<file path="src/rtl/rain_guard_pkg.sv">
// rtl/rain_guard_pkg.sv - shared slew-state encoding, default servo timing and step helper
package rain_guard_pkg;

  typedef enum logic [1:0] {
    HOLD      = 2'b00,
    RAMP_UP   = 2'b01,
    RAMP_DOWN = 2'b10
  } slew_state_t;

  // 50 MHz clock: 20 ms frame, 1 ms open, 1.5 ms closed, 50 us slew per frame
  localparam int DEF_PERIOD_CYC  = 1000000;
  localparam int DEF_PULSE_OPEN  = 50000;
  localparam int DEF_PULSE_CLOSE = 75000;
  localparam int DEF_STEP        = 2500;

  // Move cur toward tgt by at most step without passing it; comparing the
  // distance instead of cur+step keeps the arithmetic free of wrap-around.
  function automatic logic [31:0] step_toward(input logic [31:0] cur,
                                              input logic [31:0] tgt,
                                              input logic [31:0] step);
    logic [31:0] res;
    res = cur;
    if (cur < tgt) begin
      res = ((tgt - cur) > step) ? cur + step : tgt;
    end else if (cur > tgt) begin
      res = ((cur - tgt) > step) ? cur - step : tgt;
    end
    return res;
  endfunction

endpackage

</file>
<file path="src/rtl/servo_pwm_driver_if.sv">
// rtl/servo_pwm_driver_if.sv - position select and pulse/status signals of the servo driver
interface servo_pwm_driver_if;
  import rain_guard_pkg::*;

  logic        angle_sel;
  logic        pwm_out;
  logic        frame_start;
  logic        busy;
  slew_state_t slew_state;

  modport master (
    output angle_sel,
    input  pwm_out,
    input  frame_start,
    input  busy,
    input  slew_state
  );

  modport slave (
    input  angle_sel,
    output pwm_out,
    output frame_start,
    output busy,
    output slew_state
  );

endinterface

</file>
<file path="src/rtl/pwm_frame_counter.sv">
// rtl/pwm_frame_counter.sv - free-running PWM frame counter with wrap flag
module pwm_frame_counter
  import rain_guard_pkg::*;
#(
  parameter int PERIOD_CYC = DEF_PERIOD_CYC,
  parameter int W          = $clog2(PERIOD_CYC)
) (
  input  logic         clk,
  input  logic         reset,
  output logic [W-1:0] cnt,
  output logic         wrap
);

  localparam logic [W-1:0] LAST = W'(PERIOD_CYC - 1);

  // wrap marks the last cycle of a frame; the following edge starts a new one
  assign wrap = (cnt == LAST);

  // Count 0..PERIOD_CYC-1; reset parks on the last count so release opens a frame
  always_ff @(posedge clk) begin
    if (reset) begin
      cnt <= LAST;
    end else if (wrap) begin
      cnt <= '0;
    end else begin
      cnt <= cnt + W'(1);
    end
  end

endmodule

</file>
<file path="src/rtl/servo_pwm_driver.sv">
// rtl/servo_pwm_driver.sv - slew-limited servo PWM generator with frame-aligned updates
module servo_pwm_driver
  import rain_guard_pkg::*;
#(
  parameter int PERIOD_CYC  = DEF_PERIOD_CYC,
  parameter int PULSE_OPEN  = DEF_PULSE_OPEN,
  parameter int PULSE_CLOSE = DEF_PULSE_CLOSE,
  parameter int STEP        = DEF_STEP
) (
  input  logic                 clk,
  input  logic                 reset,
  servo_pwm_driver_if.slave    bus
);

  localparam int W = $clog2(PERIOD_CYC);
  localparam logic [W-1:0] OPEN_W  = W'(PULSE_OPEN);
  localparam logic [W-1:0] CLOSE_W = W'(PULSE_CLOSE);

  if (!(PULSE_OPEN > 0 && PULSE_OPEN < PULSE_CLOSE &&
        PULSE_CLOSE < PERIOD_CYC && STEP >= 1)) begin : g_bad_params
    $error("servo_pwm_driver: illegal timing parameters");
  end

  logic [W-1:0] cnt;
  logic         wrap;
  logic [W-1:0] cnt_next;
  logic [W-1:0] target_width;
  logic [W-1:0] target_next;
  logic [W-1:0] active_width;
  logic [W-1:0] active_next;
  slew_state_t  state;
  slew_state_t  state_next;
  logic         pwm_q;
  logic         frame_start_q;

  pwm_frame_counter #(
    .PERIOD_CYC (PERIOD_CYC),
    .W          (W)
  ) u_frame_counter (
    .clk   (clk),
    .reset (reset),
    .cnt   (cnt),
    .wrap  (wrap)
  );

  // Widths and slew state only move on the wrap edge, so a frame never changes shape
  always_comb begin
    cnt_next    = wrap ? '0 : cnt + W'(1);
    target_next = target_width;
    active_next = active_width;
    state_next  = state;
    if (wrap) begin
      target_next = bus.angle_sel ? CLOSE_W : OPEN_W;
      active_next = W'(step_toward(32'(active_width), 32'(target_next), 32'(STEP)));
      if (active_next < target_next) begin
        state_next = RAMP_UP;
      end else if (active_next > target_next) begin
        state_next = RAMP_DOWN;
      end else begin
        state_next = HOLD;
      end
    end
  end

  // Slew FSM state register
  always_ff @(posedge clk) begin
    if (reset) begin
      state <= HOLD;
    end else begin
      state <= state_next;
    end
  end

  // Width registers and output flops; pwm is precomputed for the upcoming count
  always_ff @(posedge clk) begin
    if (reset) begin
      target_width  <= OPEN_W;
      active_width  <= OPEN_W;
      pwm_q         <= 1'b0;
      frame_start_q <= 1'b0;
    end else begin
      target_width  <= target_next;
      active_width  <= active_next;
      pwm_q         <= (cnt_next < active_next);
      frame_start_q <= wrap;
    end
  end

  assign bus.pwm_out     = pwm_q;
  assign bus.frame_start = frame_start_q;
  assign bus.slew_state  = state;
  assign bus.busy        = (state != HOLD);

endmodule

</file>
<file path="src/flat_wrapper.sv">
// flat-port wrapper written by rule: the top's interface ports become plain ports
module servo_pwm_driver_flat import rain_guard_pkg::*;
#(
  parameter int PERIOD_CYC  = DEF_PERIOD_CYC,
  parameter int PULSE_OPEN  = DEF_PULSE_OPEN,
  parameter int PULSE_CLOSE = DEF_PULSE_CLOSE,
  parameter int STEP        = DEF_STEP
)
  (clk, reset, bus_angle_sel, bus_pwm_out, bus_frame_start, bus_busy, bus_slew_state);
  servo_pwm_driver_if bus_i ();
  input  logic clk;
  input  logic reset;
  input wire logic [$bits(bus_i.angle_sel)-1:0] bus_angle_sel;
  output wire logic [$bits(bus_i.pwm_out)-1:0] bus_pwm_out;
  output wire logic [$bits(bus_i.frame_start)-1:0] bus_frame_start;
  output wire logic [$bits(bus_i.busy)-1:0] bus_busy;
  output wire logic [$bits(bus_i.slew_state)-1:0] bus_slew_state;
  assign bus_i.angle_sel = bus_angle_sel;
  assign bus_pwm_out = bus_i.pwm_out;
  assign bus_frame_start = bus_i.frame_start;
  assign bus_busy = bus_i.busy;
  assign bus_slew_state = bus_i.slew_state;
  servo_pwm_driver #(.PERIOD_CYC(PERIOD_CYC), .PULSE_OPEN(PULSE_OPEN), .PULSE_CLOSE(PULSE_CLOSE), .STEP(STEP)) u_core (.clk(clk), .reset(reset), .bus(bus_i));
endmodule
</file>
<file path="config.mk">
export PLATFORM = sky130hd
export DESIGN_NAME = servo_pwm_driver_flat
export DESIGN_NICKNAME = d
export VERILOG_FILES = /design/src/rtl/rain_guard_pkg.sv /design/src/rtl/servo_pwm_driver_if.sv /design/src/rtl/pwm_frame_counter.sv /design/src/rtl/servo_pwm_driver.sv /design/src/flat_wrapper.sv
export SDC_FILE = /design/constraint.sdc
export NUM_CORES = 1
export LEC_CHECK = 0
export CORE_MARGIN = 5
export CORE_UTILIZATION = 45
export CTS_CLUSTER_SIZE = 24
export DETAILED_ROUTE_END_ITERATION = 10
export GPL_TIMING_DRIVEN = 0
export PLACE_DENSITY = 0.57
export SYNTH_ARGS = -nofsm -noshare
export SYNTH_HDL_FRONTEND = slang
export SYNTH_HIERARCHICAL = 1
export SYNTH_SLANG_ARGS = --single-unit
</file>
<file path="constraint.sdc">
create_clock -name clk -period 6.75 [get_ports clk]
set_input_delay 0.675 -clock clk [delete_from_list [all_inputs] [get_ports clk]]
set_output_delay 0.675 -clock clk [all_outputs]
set_load 0.02 [all_outputs]
</file>
==> impl_metrics.json, run 1 <==
{
  "syn_avg_cell_area_um2": 7.21,
  "cts-buffers-inserted": 5,
  "cp.required_ps": 6960,
  "postRouteWirelength_um": 20200,
  "multi_input_area_um2": 4760,
  "proportion_of_synthesized_flip_flops_having_asynchronous_set_or_reset_pct": 0,
  "grt_first_pass_wirelength_um": 31900,
  "setup.worst_path.start_class": "input port",
  "io_pins": 8,
  "synthesis.area_um2": 5850,
  "die_h_um": 124,
  "setup.worst_path.end_class": "flip-flop",
  "netlist-cell-type-count": 84,
  "min-delay-path-class": "flip-flop to flip-flop",
  "routed-via-count": 6308,
  "layout_commonest_cell": "sky130_fd_sc_hd__nor2_1",
  "clk_pin_slew_worst_paths_ps": 60,
  "antennaDiodeCount": 0,
  "grt.overflow.total": 0,
  "timing.final.max_slew_violations": 0,
  "final_hold_viol_count": 0,
  "fin_tns_setup_ps": 0,
  "worst_path_max_delay_cell": "sky130_fd_sc_hd__or4b_1",
  "post-route-drc-count": 0,
  "pre_cts_ws_ps": -2720,
  "average_routed_wire_per_standard_cell_um": 20.0,
  "number_of_enable_type_register_cells_in_the_synthesized_netlist": 0,
  "critical_path.most_common_cell": "sky130_fd_sc_hd__a21o_1",
  "io_buffer_count": 7,
  "htree_levels": 2,
  "max-slew-margin-rel_pct": 42.9,
  "global_route.usage.total_pct": 26.4,
  "core_area_um2": 12700,
  "finish.net_count": 893,
  "numClockSinks": 44,
  "part_of_the_yosys_area_used_for_sequential_elements_pct": 15.1,
  "cellPowerDensity_nw_per_um2": 464,
  "ys.flop_type": "sky130_fd_sc_hd__dfxtp_1",
  "dr.first_iter.drc_count": 586,
  "dpl.cell_count": 991,
  "drt-vias-per-instance": 6.25,
  "clock_root_buffer_master": "sky130_fd_sc_hd__clkbuf_16",
  "clock_insertion_delay_worst_skew_ps": 290,
  "antenna_found_initial": 0,
  "synth.ff_latch_count": 44,
  "run_status": "finished, final reports clean",
  "tritoncts": "built",
  "area_delta_synth_final_pct": 11.0,
  "cellLeakagePower_nw": 2.52,
  "cap_viol_max_count": 0,
  "dpl-instance-area_um2": 6140,
  "crit_fanout": 18,
  "instances_no_fill": 1009,
  "maxClockFrequency_mhz": 154,
  "synthesis.yosys.warnings": 6,
  "ant_nets": 0,
  "detailedPlacementHpwl_um": 16000,
  "count_of_filler_cells_inserted_in_the_layout": 1339,
  "regArea_um2": 881,
  "syn-num-nets": 869,
  "final-setup-viol-count": 0,
  "layout_common_cells": "sky130_fd_sc_hd__nor2_1 (74), sky130_fd_sc_hd__nand2_1 (63), sky130_fd_sc_hd__o21ai_0 (58), sky130_fd_sc_hd__a21oi_1 (56), sky130_fd_sc_hd__ha_1 (54)",
  "number_of_rows_created_at_floorplan": 41,
  "final_area_um2": 6500,
  "cp_data_arrival_time_ps": 6730,
  "final.min_clock_period_ps": 6510,
  "synth_cells": 812,
  "max_rail_drop_vdd_v": 0.000269,
  "detail_route.first_pass.iterations": 5,
  "worstMarginPinSlew_ps": 850,
  "cts_hold_buf": 0,
  "die_area_um2": 15400,
  "clock_tree.buffer_depth": 2,
  "gp_congestion": 0.950,
  "synthDominantCellAreaShare_pct": 15.1,
  "worst_clock_skew_ps": 8.23,
  "first_global_vias": 6025,
  "fin_ws_ps": 237,
  "worstSetupPathType": "input port to flip-flop",
  "die_w_um": 124,
  "final.period_utilization_pct": 96.5,
  "rsz0062_at_grt": "no",
  "layout-drive-gt1-share_pct": 8.96,
  "slowest_delay_ps": 500,
  "synth.area.top_cells": "sky130_fd_sc_hd__dfxtp_1 (15%), sky130_fd_sc_hd__ha_1 (12%), sky130_fd_sc_hd__o21ai_0 (5.0%)",
  "grt_start_max_net_pins": 19,
  "synth_top_cell_by_area": "sky130_fd_sc_hd__dfxtp_1",
  "starting_density_of_the_core_pct": 46.2
}
==> metrics by stage <==
stage                     util [%]  hold WS, ps  total power, mW
final                         51.3          517             3.01
after global routing          51.3          539             3.28
after CTS                     50.2          497             2.93
after detailed placement      48.4          490             2.64
after global placement        48.4          482             2.60
after floorplan                  -          473             2.06
==> sequential cells by signal (all words and copies together), names as in the netlist <==
| register | count |
|---|---|
| u_core/bus.frame_start | 1 |
| u_core/u_frame_counter/cnt | 20 |
| u_core/bus.slew_state | 2 |
| u_core/bus.pwm_out | 1 |
| u_core/active_width | 20 |
==> Yosys cell counts, drive strengths merged (7+ instances only) <==
library cell	number
nand4	18
nor2	74
xor2	19
and4	7
o31ai	7
ha	54
inv	36
nand2	63
nand2b	8
or3	12
nor4	10
buf	16
and3	15
o211ai	7
o21ai	63
a21o	15
or4	7
xnor2	31
a21oi	59
nand3	39
dfxtp	44
a211oi	18
a31oi	12
o21a	10
nor3	29
nor3b	7
o221ai	8
clkbuf	28
==> cells by family (layout without fill, tap and decap cells) <==
logic type	count (synthesis)	in the layout	share of synthesized area (%)
mux	7	7	1.22
fa+ha+maj	54	54	11.5
buf+inv	81	106	5.73
xor+xnor	50	50	7.49
simple gates	324	324	30.2
compound gates	252	252	28.8
flops	44	44	15.1
==> per-layer routing <==
| layer | global-route usage (%) | wire length [µm] |
|---|---|---|
| met1 | 31.7 | 8380 |
| met3 | 2.13 | 634 |
| met4 | 10.5 | 765 |
| met2 | 48.6 | 10400 |
| met5 | 0 | 0 |
==> worst paths after layout <==
check	startpoint	to	cells after the start	slack [ps]
worst max-delay path	bus_angle_sel	u_core/bus.pwm_out	29	240
worst min-delay path	u_core/bus.slew_state[0]	u_core/bus.slew_state[0]	2	520
worst max register to register	u_core/active_width[3]	u_core/bus.pwm_out	28	400
worst min register to register	u_core/bus.slew_state[0]	u_core/bus.slew_state[0]	2	520
==> critical path, delay by kind of cell <==
family                     cells  cell delay (ps)
adders and majority gates      2              640
and+or+nand+nor                3              780
buffers and inverters          6             1050
xor gates and xnor gates       1              180
muxes                          2              420
AOI/OAI and AO/OA             15             2950
==> area by class of cell <==
cell class              instances  area share (%)
multi-input cells             687            73.2
flip-flops and latches         44            13.6
well taps                     172            3.31
plain buffers                  44            3.16
repair buffers                 16            2.20
inverters                      37            2.20
clock buffers                   6            2.14
clock inverters                 2           0.154
repair inverters                1          0.0770
==> power breakdown <==
group          switching (mW)  total (mW)  leakage [nW]  internal (mW)
Combinational            1.40        2.31          2.08          0.903
Sequential              0.125       0.457         0.359          0.332
Clock                   0.101       0.247        0.0766          0.146
Total                    1.63        3.01          2.52           1.38
==> what timing repair did <==
item	in CTS	in global routing
setup endpoints to repair	6	1
pin swaps	2	4
hold endpoints to repair	0	0
gates cloned	1	0
gates resized for setup	14	23
buffers inserted	5	4
Note: power is estimated with default switching activity, not from simulation.
==> run 2: changes to the inputs <==
CORE_UTILIZATION = 37   (was 45)
PLACE_DENSITY = 0.49   (was 0.57)
SLEW_MARGIN = 15   (was unset)
==> impl_metrics.json, run 2 (synthesized netlist as in run 1, its figures left out) <==
{
  "first_global_vias": 6206,
  "worst_clock_skew_ps": 11.5,
  "ant_nets": 0,
  "finalHoldWorstSlack_ps": 500,
  "antennaDiodeCount": 0,
  "hold_path_startpoint": "u_core/bus.slew_state[0]",
  "cp.required_ps": 6970,
  "core_area_um2": 15700,
  "r2r_setup_slack_ps": 470,
  "cap_viol_max_count": 0,
  "internal_power_mw": 1.40,
  "average_routed_wire_per_standard_cell_um": 19.6,
  "slowest_delay_ps": 500,
  "numClockSinks": 44,
  "number_of_rows_created_at_floorplan": 46,
  "cts-buffers-inserted": 5,
  "global_route.usage.total_pct": 22.9,
  "layout-drive-gt1-share_pct": 9.87,
  "area_delta_synth_final_pct": 13.1,
  "min-delay-path-class": "flip-flop to flip-flop",
  "cp_data_arrival_time_ps": 6700,
  "worst_path_max_delay_cell": "sky130_fd_sc_hd__or4_4",
  "routed-wl-met3_um": 735,
  "max_rail_drop_vdd_v": 0.000233,
  "clock_root_buffer_master": "sky130_fd_sc_hd__clkbuf_16",
  "post-route-drc-count": 0,
  "die_h_um": 136,
  "maxClockFrequency_mhz": 155,
  "max-slew-margin-rel_pct": 44.8,
  "dr.first_iter.drc_count": 363,
  "clock_insertion_delay_worst_skew_ps": 290,
  "switchingPower_mw": 1.65,
  "buffers_plus_inverters_on_the_worst_setup_path": 7,
  "die_w_um": 136,
  "run_status": "finished, final reports clean",
  "antenna_found_initial": 0,
  "timing.final.max_slew_violations": 0,
  "power_frac_seq_pct": 15.1,
  "setup.worst_path.start_class": "input port",
  "starting_density_of_the_core_pct": 37.2,
  "power.switching_fraction_pct": 54.1,
  "layout_commonest_cell": "sky130_fd_sc_hd__nor2_1",
  "setup.worst_path.end_class": "flip-flop",
  "worstMarginPinSlew_ps": 820,
  "routed-wl-met2_um": 10700,
  "cellLeakagePower_nw": 2.53,
  "die_area_um2": 18400,
  "postRouteWirelength_um": 20700,
  "gp_congestion": 0.922,
  "clock_tree.buffer_depth": 2,
  "clk_pin_slew_worst_paths_ps": 70,
  "detailedPlacementHpwl_um": 16200,
  "count_of_filler_cells_inserted_in_the_layout": 1619,
  "grt.overflow.total": 0,
  "clockPowerShare_pct": 8.3,
  "finish.net_count": 897,
  "total_power_mw": 3.05,
  "rsz0062_at_grt": "no",
  "critical_path.most_common_cell": "sky130_fd_sc_hd__a21o_1",
  "drt-vias-per-instance": 5.96,
  "cts_hold_buf": 0,
  "layout_common_cells": "sky130_fd_sc_hd__nor2_1 (74), sky130_fd_sc_hd__nand2_1 (63), sky130_fd_sc_hd__o21ai_0 (55), sky130_fd_sc_hd__a21oi_1 (54), sky130_fd_sc_hd__ha_1 (53)",
  "worstSetupPathType": "input port to flip-flop",
  "io_buffer_count": 7,
  "fin_util_pct": 42.1,
  "grt_first_pass_wirelength_um": 33500,
  "final-setup-viol-count": 0,
  "timing.critical_path.max_delay_family": "compound AO/OA/AOI/OAI gates",
  "detail_route.first_pass.iterations": 6,
  "grt_start_max_net_pins": 19,
  "critical_path.reg2reg.startpoint": "u_core/active_width[9]",
  "critPathLaunch": "bus_angle_sel",
  "crit_fanout": 18,
  "tritoncts": "built",
  "met1Wirelength_um": 8560,
  "routed-via-count": 6304,
  "final.min_clock_period_ps": 6470,
  "cellPowerDensity_nw_per_um2": 461,
  "final.period_utilization_pct": 95.9,
  "highest_routing_layer_actually_used": "met4",
  "comb_power_share_pct": 76.6,
  "final_hold_viol_count": 0,
  "htree_levels": 2,
  "io_pins": 8
}
[run 2: path summary, 6_finish.rpt]
| path | endpoint | cells after the start |
|---|---|---|
| max reg2reg | u_core/bus.pwm_out | 27 |
| min | u_core/bus.slew_state[0] | 2 |
| max | u_core/bus.pwm_out | 30 |
| min reg2reg | u_core/bus.slew_state[0] | 2 |
[run 2: layout make-up]
type	instances	area (µm²)	area share [%]
Buffer	44	206	3.12
Clock buffer	6	139	2.10
Clock inverter	2	15.0	0.227
Inverter	37	143	2.16
Multi-Input combinational cell	687	4780	72.2
Sequential cell	44	881	13.3
Tap cell	216	270	4.08
Timing Repair Buffer	20	178	2.68
Timing Repair inverter	1	5.00	0.0756
[run 2: tightest hold or removal path, stage by stage (launching register included)]
cell                      delay [ps]
sky130_fd_sc_hd__dfxtp_1         320
sky130_fd_sc_hd__nand2_1          60
sky130_fd_sc_hd__o22ai_1          70
[run 2: timing repair]
action,in CTS,in global routing
gates cloned,1,0
pin swaps,2,10
resized for setup,16,29
endpoints found under the setup margin,6,1
setup buffers,9,4
[run 2: layer usage]
metal,global-route usage [%],up-vias
met5,0,-
met4,9.18,0
met3,1.41,39
met2,43.3,182
met1,26.8,2990
li1,-,3093
[run 2: stage by stage]
stage,setup slack (ps),cell area [µm²],setup TNS [ps],instances
finish,278,6620,0,1057
CTS,5.73,6460,0,1053
global route,18.4,6620,0,1057
detailed placement,-2680,6190,-9000,1035
global placement,-2740,6190,-9280,1035
floorplan,919,5850,0,812
[run 2: power groups by stage]
stage / clock network (mW) / registers [mW] / logic [mW]
floorplan: 0 / 0.430 / 1.63
global placement: 0 / 0.461 / 2.16
detailed placement: 0 / 0.463 / 2.18
CTS: 0.266 / 0.457 / 2.24
global route: 0.272 / 0.475 / 2.60
finish: 0.255 / 0.459 / 2.34
